==> config.mk <==
export PLATFORM = sky130hd
export DESIGN_NAME = mod_reduce_seq
export DESIGN_NICKNAME = d
export VERILOG_FILES = /design/src/rtl/mod_reduce_seq.sv
export SDC_FILE = /design/constraint.sdc
export NUM_CORES = 2
export LEC_CHECK = 0
export BUFFER_PORTS_ARGS = -buffer_cell sky130_fd_sc_hd__clkbuf_2
export CAP_MARGIN = 20
export CORE_UTILIZATION = 30
export CTS_CLUSTER_SIZE = 28
export DETAILED_ROUTE_END_ITERATION = 10
export PLACE_DENSITY = 0.58
export SYNTH_ARGS = -nofsm -noshare
export SYNTH_HDL_FRONTEND = slang
export SYNTH_SLANG_ARGS = --single-unit
==> constraint.sdc <==
create_clock -name clk -period 8.4 [get_ports clk]
set_clock_uncertainty 0.1 [all_clocks]
set_input_delay 1.26 -clock clk [delete_from_list [all_inputs] [get_ports clk]]
set_output_delay 1.26 -clock clk [all_outputs]
set_load 0.05 [all_outputs]
==> src/rtl/mod_reduce_seq.sv <==
// Bit-serial restoring modular reducer: r = x mod p, one product bit per cycle.
// Sits behind the Booth multiplier wrapper and shares its start/done handshake.
module mod_reduce_seq #(
    parameter int unsigned width = 128
) (
    input  logic                 clk,
    input  logic                 reset,
    input  logic [2*width-1:0]   x,
    input  logic [width-1:0]     p,
    input  logic                 start,
    output logic [width-1:0]     r,
    output logic                 done,
    output logic                 busy,
    output logic                 err
);

    localparam int unsigned XW = 2 * width;
    localparam int unsigned CW = $clog2(XW);
    localparam logic [CW-1:0] LAST = CW'(XW - 1);

    localparam logic [1:0] IDLE = 2'd0;
    localparam logic [1:0] RUN  = 2'd1;
    localparam logic [1:0] DONE = 2'd2;

    logic [1:0]       state, state_n;
    logic [XW-1:0]    x_sr, x_sr_n;
    logic [width-1:0] p_q, p_q_n;
    logic [width-1:0] acc, acc_n;
    logic [CW-1:0]    cnt, cnt_n;
    logic [width-1:0] r_n;
    logic             done_n, busy_n, err_n;

    // One restoring step: t = 2*acc + next bit < 2p, so width+1 bits never overflow.
    logic [width:0]   t;
    logic [width-1:0] acc_step;
    always_comb begin
        t        = {acc, x_sr[XW-1]};
        acc_step = t[width-1:0];
        if (t >= {1'b0, p_q}) begin
            acc_step = width'(t - {1'b0, p_q});
        end
    end

    // Next-state and next-output logic.
    always_comb begin
        state_n = state;
        x_sr_n  = x_sr;
        p_q_n   = p_q;
        acc_n   = acc;
        cnt_n   = cnt;
        r_n     = r;
        done_n  = done;
        busy_n  = busy;
        err_n   = err;
        case (state)
            IDLE, DONE: begin
                if (start) begin
                    x_sr_n = x;
                    p_q_n  = p;
                    acc_n  = '0;
                    cnt_n  = '0;
                    done_n = 1'b0;
                    err_n  = 1'b0;
                    if (p == '0) begin
                        // Zero modulus: report immediately instead of running.
                        state_n = DONE;
                        r_n     = '0;
                        err_n   = 1'b1;
                        done_n  = 1'b1;
                        busy_n  = 1'b0;
                    end else begin
                        state_n = RUN;
                        busy_n  = 1'b1;
                    end
                end
            end
            RUN: begin
                acc_n  = acc_step;
                x_sr_n = {x_sr[XW-2:0], 1'b0};
                cnt_n  = cnt + CW'(1);
                if (cnt == LAST) begin
                    state_n = DONE;
                    r_n     = acc_step;
                    done_n  = 1'b1;
                    busy_n  = 1'b0;
                end
            end
            default: begin
                state_n = IDLE;
                busy_n  = 1'b0;
                done_n  = 1'b0;
            end
        endcase
    end

    // State and output registers; reset wins over any operation in flight.
    always_ff @(posedge clk) begin
        if (reset) begin
            state <= IDLE;
            x_sr  <= '0;
            p_q   <= '0;
            acc   <= '0;
            cnt   <= '0;
            r     <= '0;
            done  <= 1'b0;
            busy  <= 1'b0;
            err   <= 1'b0;
        end else begin
            state <= state_n;
            x_sr  <= x_sr_n;
            p_q   <= p_q_n;
            acc   <= acc_n;
            cnt   <= cnt_n;
            r     <= r_n;
            done  <= done_n;
            busy  <= busy_n;
            err   <= err_n;
        end
    end

endmodule

; Yosys cells after proc, flatten, opt, wreduce, memory -nomap -nowiden
; Cells that the tools add are included.
[classes]
add_sub_neg = 2
n_lt_le_gt_ge = 1
n_eq_ne = 6
n_mux = 23
n_reduce_logical = 8
[ops]
columns = cell, n
row1 = 2-to-1 mux 128 bit, 5
row2 = one-hot mux 128 bit (2 select lines), 2
row3 = one-hot mux 256 bit (2 select lines), 1
row4 = 2-to-1 mux 256 bit, 1
row5 = >= comparator 129 x 128 -> 1 bit, 1
row6 = zero test 128 bit, 1
row7 = subtractor 128 bit, 1
row8 = one-hot mux 8 bit (2 select lines), 1
row9 = "adder 8 x 1 -> 8 bit, second input constant", 1
row10 = "== test 8 bit, second input constant", 1
row11 = 2-to-1 mux 8 bit, 1
row12 = 2-to-1 mux 1 bit, 6
row13 = 2-to-1 mux 2 bit, 3
row14 = "!= test 2 bit, second input constant", 3
row15 = AND reduction 2 bit, 3
row16 = one-hot mux 1 bit (2 select lines), 2
row17 = one-hot mux 2 bit (2 select lines), 1
row18 = AND reduction 4 bit, 1
row19 = "== test 2 x 1 -> 1 bit, second input constant", 1
row20 = "== test 2 bit, second input constant", 1
row21 = zero test 2 bit, 1
row22 = nonzero test 2 bit, 1
row23 = OR reduction 2 bit, 1
[totals]
reg_bits = 653
in_bits = 387
out_inout_bits = 131
elab_cells = 49

; Logic depth before layout (Yosys ltp)
[depth]
ltp_word = 4
ltp_mapped = 18
depth_no_buf = 15

; Least setup slack after synthesis
; No wires, ideal clock.
[synth_timing]
path_kind = reg2reg
from = register x_sr[255]
to = register acc[126]
setup_time_ns = 0.132
arrival_ns = 3.307
required_time_ns = 8.168
setup_slack_ns = 4.861
path_stages_with_launch = 16
path_buffers = 0
period_less_slack_ns = 3.539
cell_sequence = dfxtp_1 inv_1 ha_1 fa_1 and2b_1 o211ai_1 a31o_2 o311ai_1 nand4_1 a21boi_1 a311oi_1 o21ai_0 a31oi_1 xnor2_1 a22oi_1 a21oi_1
[synth_between]
elab_chain_cells = 3
elab_cells_between_ends = 4
cone_classes = add/sub (1) / order compare (1) / mux (2)
[synth_lines]
columns = element, line_no
row1 = from (decl), 26  ; logic [XW-1:0] x_sr, x_sr_n;
row2 = from (signal assigned), 110  ; x_sr <= x_sr_n;
row3 = subtractor 128 bit / >= comparator 129 x 128 -> 1 bit (equally long branches), "40, 39"
row4 = 2-to-1 mux 128 bit *, 39  ; if (t >= {1'b0, p_q}) begin
row5 = one-hot mux 128 bit (2 select lines) *, 55  ; case (state)
row6 = to (signal assigned), 112  ; acc <= acc_n;
row7 = to (decl), 28  ; logic [width-1:0] acc, acc_n;
; Every way passes the cells marked *; elsewhere a longest branch is shown, timed or not.
; A chain may end at the register's enable or synchronous reset.

; Worst setup path in the final report
[layout_timing]
from = register x_sr[255]
to = register r[110]
[layout_between]
elab_chain_cells = 4
elab_cells_between_ends = 5
cone_classes = add/sub (1) / order compare (1) / mux (3)
[layout_lines]
columns = element, line_no
row1 = subtractor 128 bit / >= comparator 129 x 128 -> 1 bit (equally long branches), "40, 39"
row2 = 2-to-1 mux 128 bit *, 39
row3 = 2-to-1 mux 128 bit *, 81  ; if (cnt == LAST) begin
row4 = one-hot mux 128 bit (2 select lines) *, 55
row5 = to (signal assigned), 114  ; r <= r_n;
row6 = to (decl), 11  ; output logic [width-1:0] r,
; Every way passes the cells marked *; elsewhere a longest branch is shown, timed or not. The select of a mux whose other input is x is not followed.

==> out/metrics.cfg <==
[die]
core.rowCount=122
fp.dieW_um=336
core_region_area_um2=111000
start_util_pct=30.3
fp.dieH_um=336
fp.dieArea_um2=113000
pin_count=518

[synthesis]
synth_top_family_by_area=compound AO/OA/AOI/OAI gates
synth_edf_count=0
syn_area_um2=33500
synth-simple-area-share_pct=16.9
yosysTopAreaCell=dfxtp_1
ys_seq_area_share_pct=38.9
synth_xor_xnor_area_share_pct=3.21
yosys_warnings=0
synth_area_leaders=dfxtp_1 (39%), a21oi_1 (10%), nand2_1 (9.5%), a22oi_1 (6.5%), ha_1 (4.8%)
synthCells=4370
synth-seq-cells=652
avgSynthCellArea_um2=7.67
ys_types=81
synth_top_area_share_pct=38.9
synth_adder_area_share_pct=4.87
synth.area.mux_share_pct=0.690
synth_nets=4887
synth-async-reset-ratio_pct=0
ys.flop_type=dfxtp_1
synth_compound_area_share_pct=29.2

[global_routing]
grt_pass1_vias=30900
track_usage_pct=21.6
met2_usage_pct=35.2
grt_max_degree=191
grtUsageMet1_pct=28.6
grt_busiest_layer=met2
grt_pass1_wl_mm=189
gr-total-overflow=0
antenna_found_initial=14
met3_usage_pct=4.87

[detailed_routing]
vias_per_cell=5.31
dr.pass1.iters=9
drt.antenna.violating_nets=0
initialDrtViolationCount=2446
wl_mm=127
vias=33000
drc=0
wl_per_cell_um=20.5

[sta]
tns_ns=0
finalHoldViolCount=0
slew_viol_final=0
fmax_mhz=190
slew_headroom_pct=1.81
tightest_slew_ns=1.47
post-route-min-period_ns=5.27
rsz0062_at_grt=no
fin_crit_sh_pct=62.7
final-setup-viol-count=0

[cts]
clkSinkCount=652
cts_tree=yes
path_clk_slew_ns=0.06
post-cts-setup-buffer-count=0
insertion_delay_ns=0.66
cts_resized=0
clockBufferDepth=3
cts_buffers=77
htree_num_levels=3
hold_buffers=0
root_buffer=clkbuf_16

[placed_design]
gp_congestion=0.948
io_buffers=517
dp_hpwl_mm=94.7

[final_layout]
nets=5185
final_common_cell=nand2_1
drive_gt1_share_pct=15.4
mostFrequentLayoutCells=nand2_1 (847), a21oi_1 (698), dfxtp_1 (652)
area.growth.synth_to_final_pct=18.1

[critical_path]
cp.arrival_ns=5.74
critPathMaxFanout=5
path_cells=inv_1, ha_1, fa_1, and2b_1, o211ai_1, a31o_2, o311ai_1, nand4_1, a21boi_1, buf_4, a311oi_1, o21ai_0, a21oi_1, xnor2_1, a21oi_1, a22o_1
worstSetupPathType=flip-flop to flip-flop
cp.required_ns=8.88
crit_path_end_kind=flip-flop
path_common_cell=a21oi_1
start_kind=flip-flop
critical_path.max_stage_delay_ns=0.68
worst_path_max_delay_cell=o21ai_0

[flow_run]
drv_cap=0

[outcome]
run_status=finished clean

[worst_hold_path]
hp-class=flip-flop to flip-flop

-- state kept, by name (all words and copies together), names as in the netlist --
register  flops
err           1
r           128
p_q         128
cnt           8
x_sr        256
state         2
acc         128
busy          1
-- path summary, 6_finish.rpt --
| path | start | endpoint | slack [ns] | depth (start not counted) |
|---|---|---|---|---|
| setup / recovery | x_sr[255] | r[110] | 3.13 | 16 |
| hold / removal | p_q[123] | p_q[123] | 0.35 | 2 |
| setup reg to reg | x_sr[255] | r[110] | 3.13 | 16 |
| hold reg to reg | p_q[123] | p_q[123] | 0.35 | 2 |
-- logic make-up after synthesis --
| kind of cell | after synthesis |
|---|---|
| compound gates | 1591 |
| xor+xnor | 123 |
| fa+ha+maj | 130 |
| buf+inv | 523 |
| flops | 652 |
| mux | 23 |
| simple gates | 1328 |
-- area by class of cell --
class	instances	area, um2
clock buffers	101	2180
flip-flops and latches	652	13100
multi-input cells	3195	18500
diodes	4	10.0
fillers	11800	71200
clock inverters	37	388
inverters	188	706
well taps	1488	1860
repair buffers	554	2910
-- Yosys cell counts, types with 9 or more instances --
cell type and n:
nand2_1 848, a21oi_1 699, dfxtp_1 652, a22oi_1 292
clkbuf_1 283, o21ai_0 242, nor2_1 195, inv_1 188
ha_1 129, nand4_1 102, xnor2_1 86, a22o_1 75
o21bai_1 50, nor4_1 43, a21o_1 39, xor2_1 37
nor3_1 31, o21a_1 29, buf_2 26, nand3_1 24
mux2i_1 22, o31ai_1 21, nor2b_1 17, a21boi_0 15
a31oi_1 15, buf_1 15, o211ai_1 13, a32oi_1 12
or3_1 12, nand2b_1 11, o21ai_1 10, and3_1 9
-- routing by layer --
layer  share of wire [%]  up-vias  routed length (um)
li1                    -    16100                   -
met1                  44    15700               56200
met2                  46     1048               58600
met3                 7.4      174                9450
met4                 2.4       16                3070
met5               0.086        -                 109
-- critical path, delay by kind of cell (launching register included) --
| family | cells | cell delay (ns) |
|---|---|---|
| adders and majority gates | 2 | 0.63 |
| and+or+nand+nor | 2 | 0.57 |
| DFF | 1 | 0.35 |
| buffers and inverters | 2 | 0.25 |
| xor gates and xnor gates | 1 | 0.16 |
| AOI/OAI and AO/OA | 9 | 3.11 |
-- metrics by stage --
stage	hold slack [ns]	util, %	area [um2]	std cells	worst slack [ns]
floorplan	0.332	-	33500	4370	4.86
global placement	0.338	33.4	37000	6072	1.89
detailed placement	0.346	33.4	37000	6076	2.69
CTS	0.354	35.7	39600	6214	3.32
global route	0.369	35.8	39600	6218	2.99
finish	0.351	35.8	39600	6219	3.13
Power is left out: the tool's default activity adds up to more than one toggle a clock period on the data nets, which glitch-free logic cannot reach.
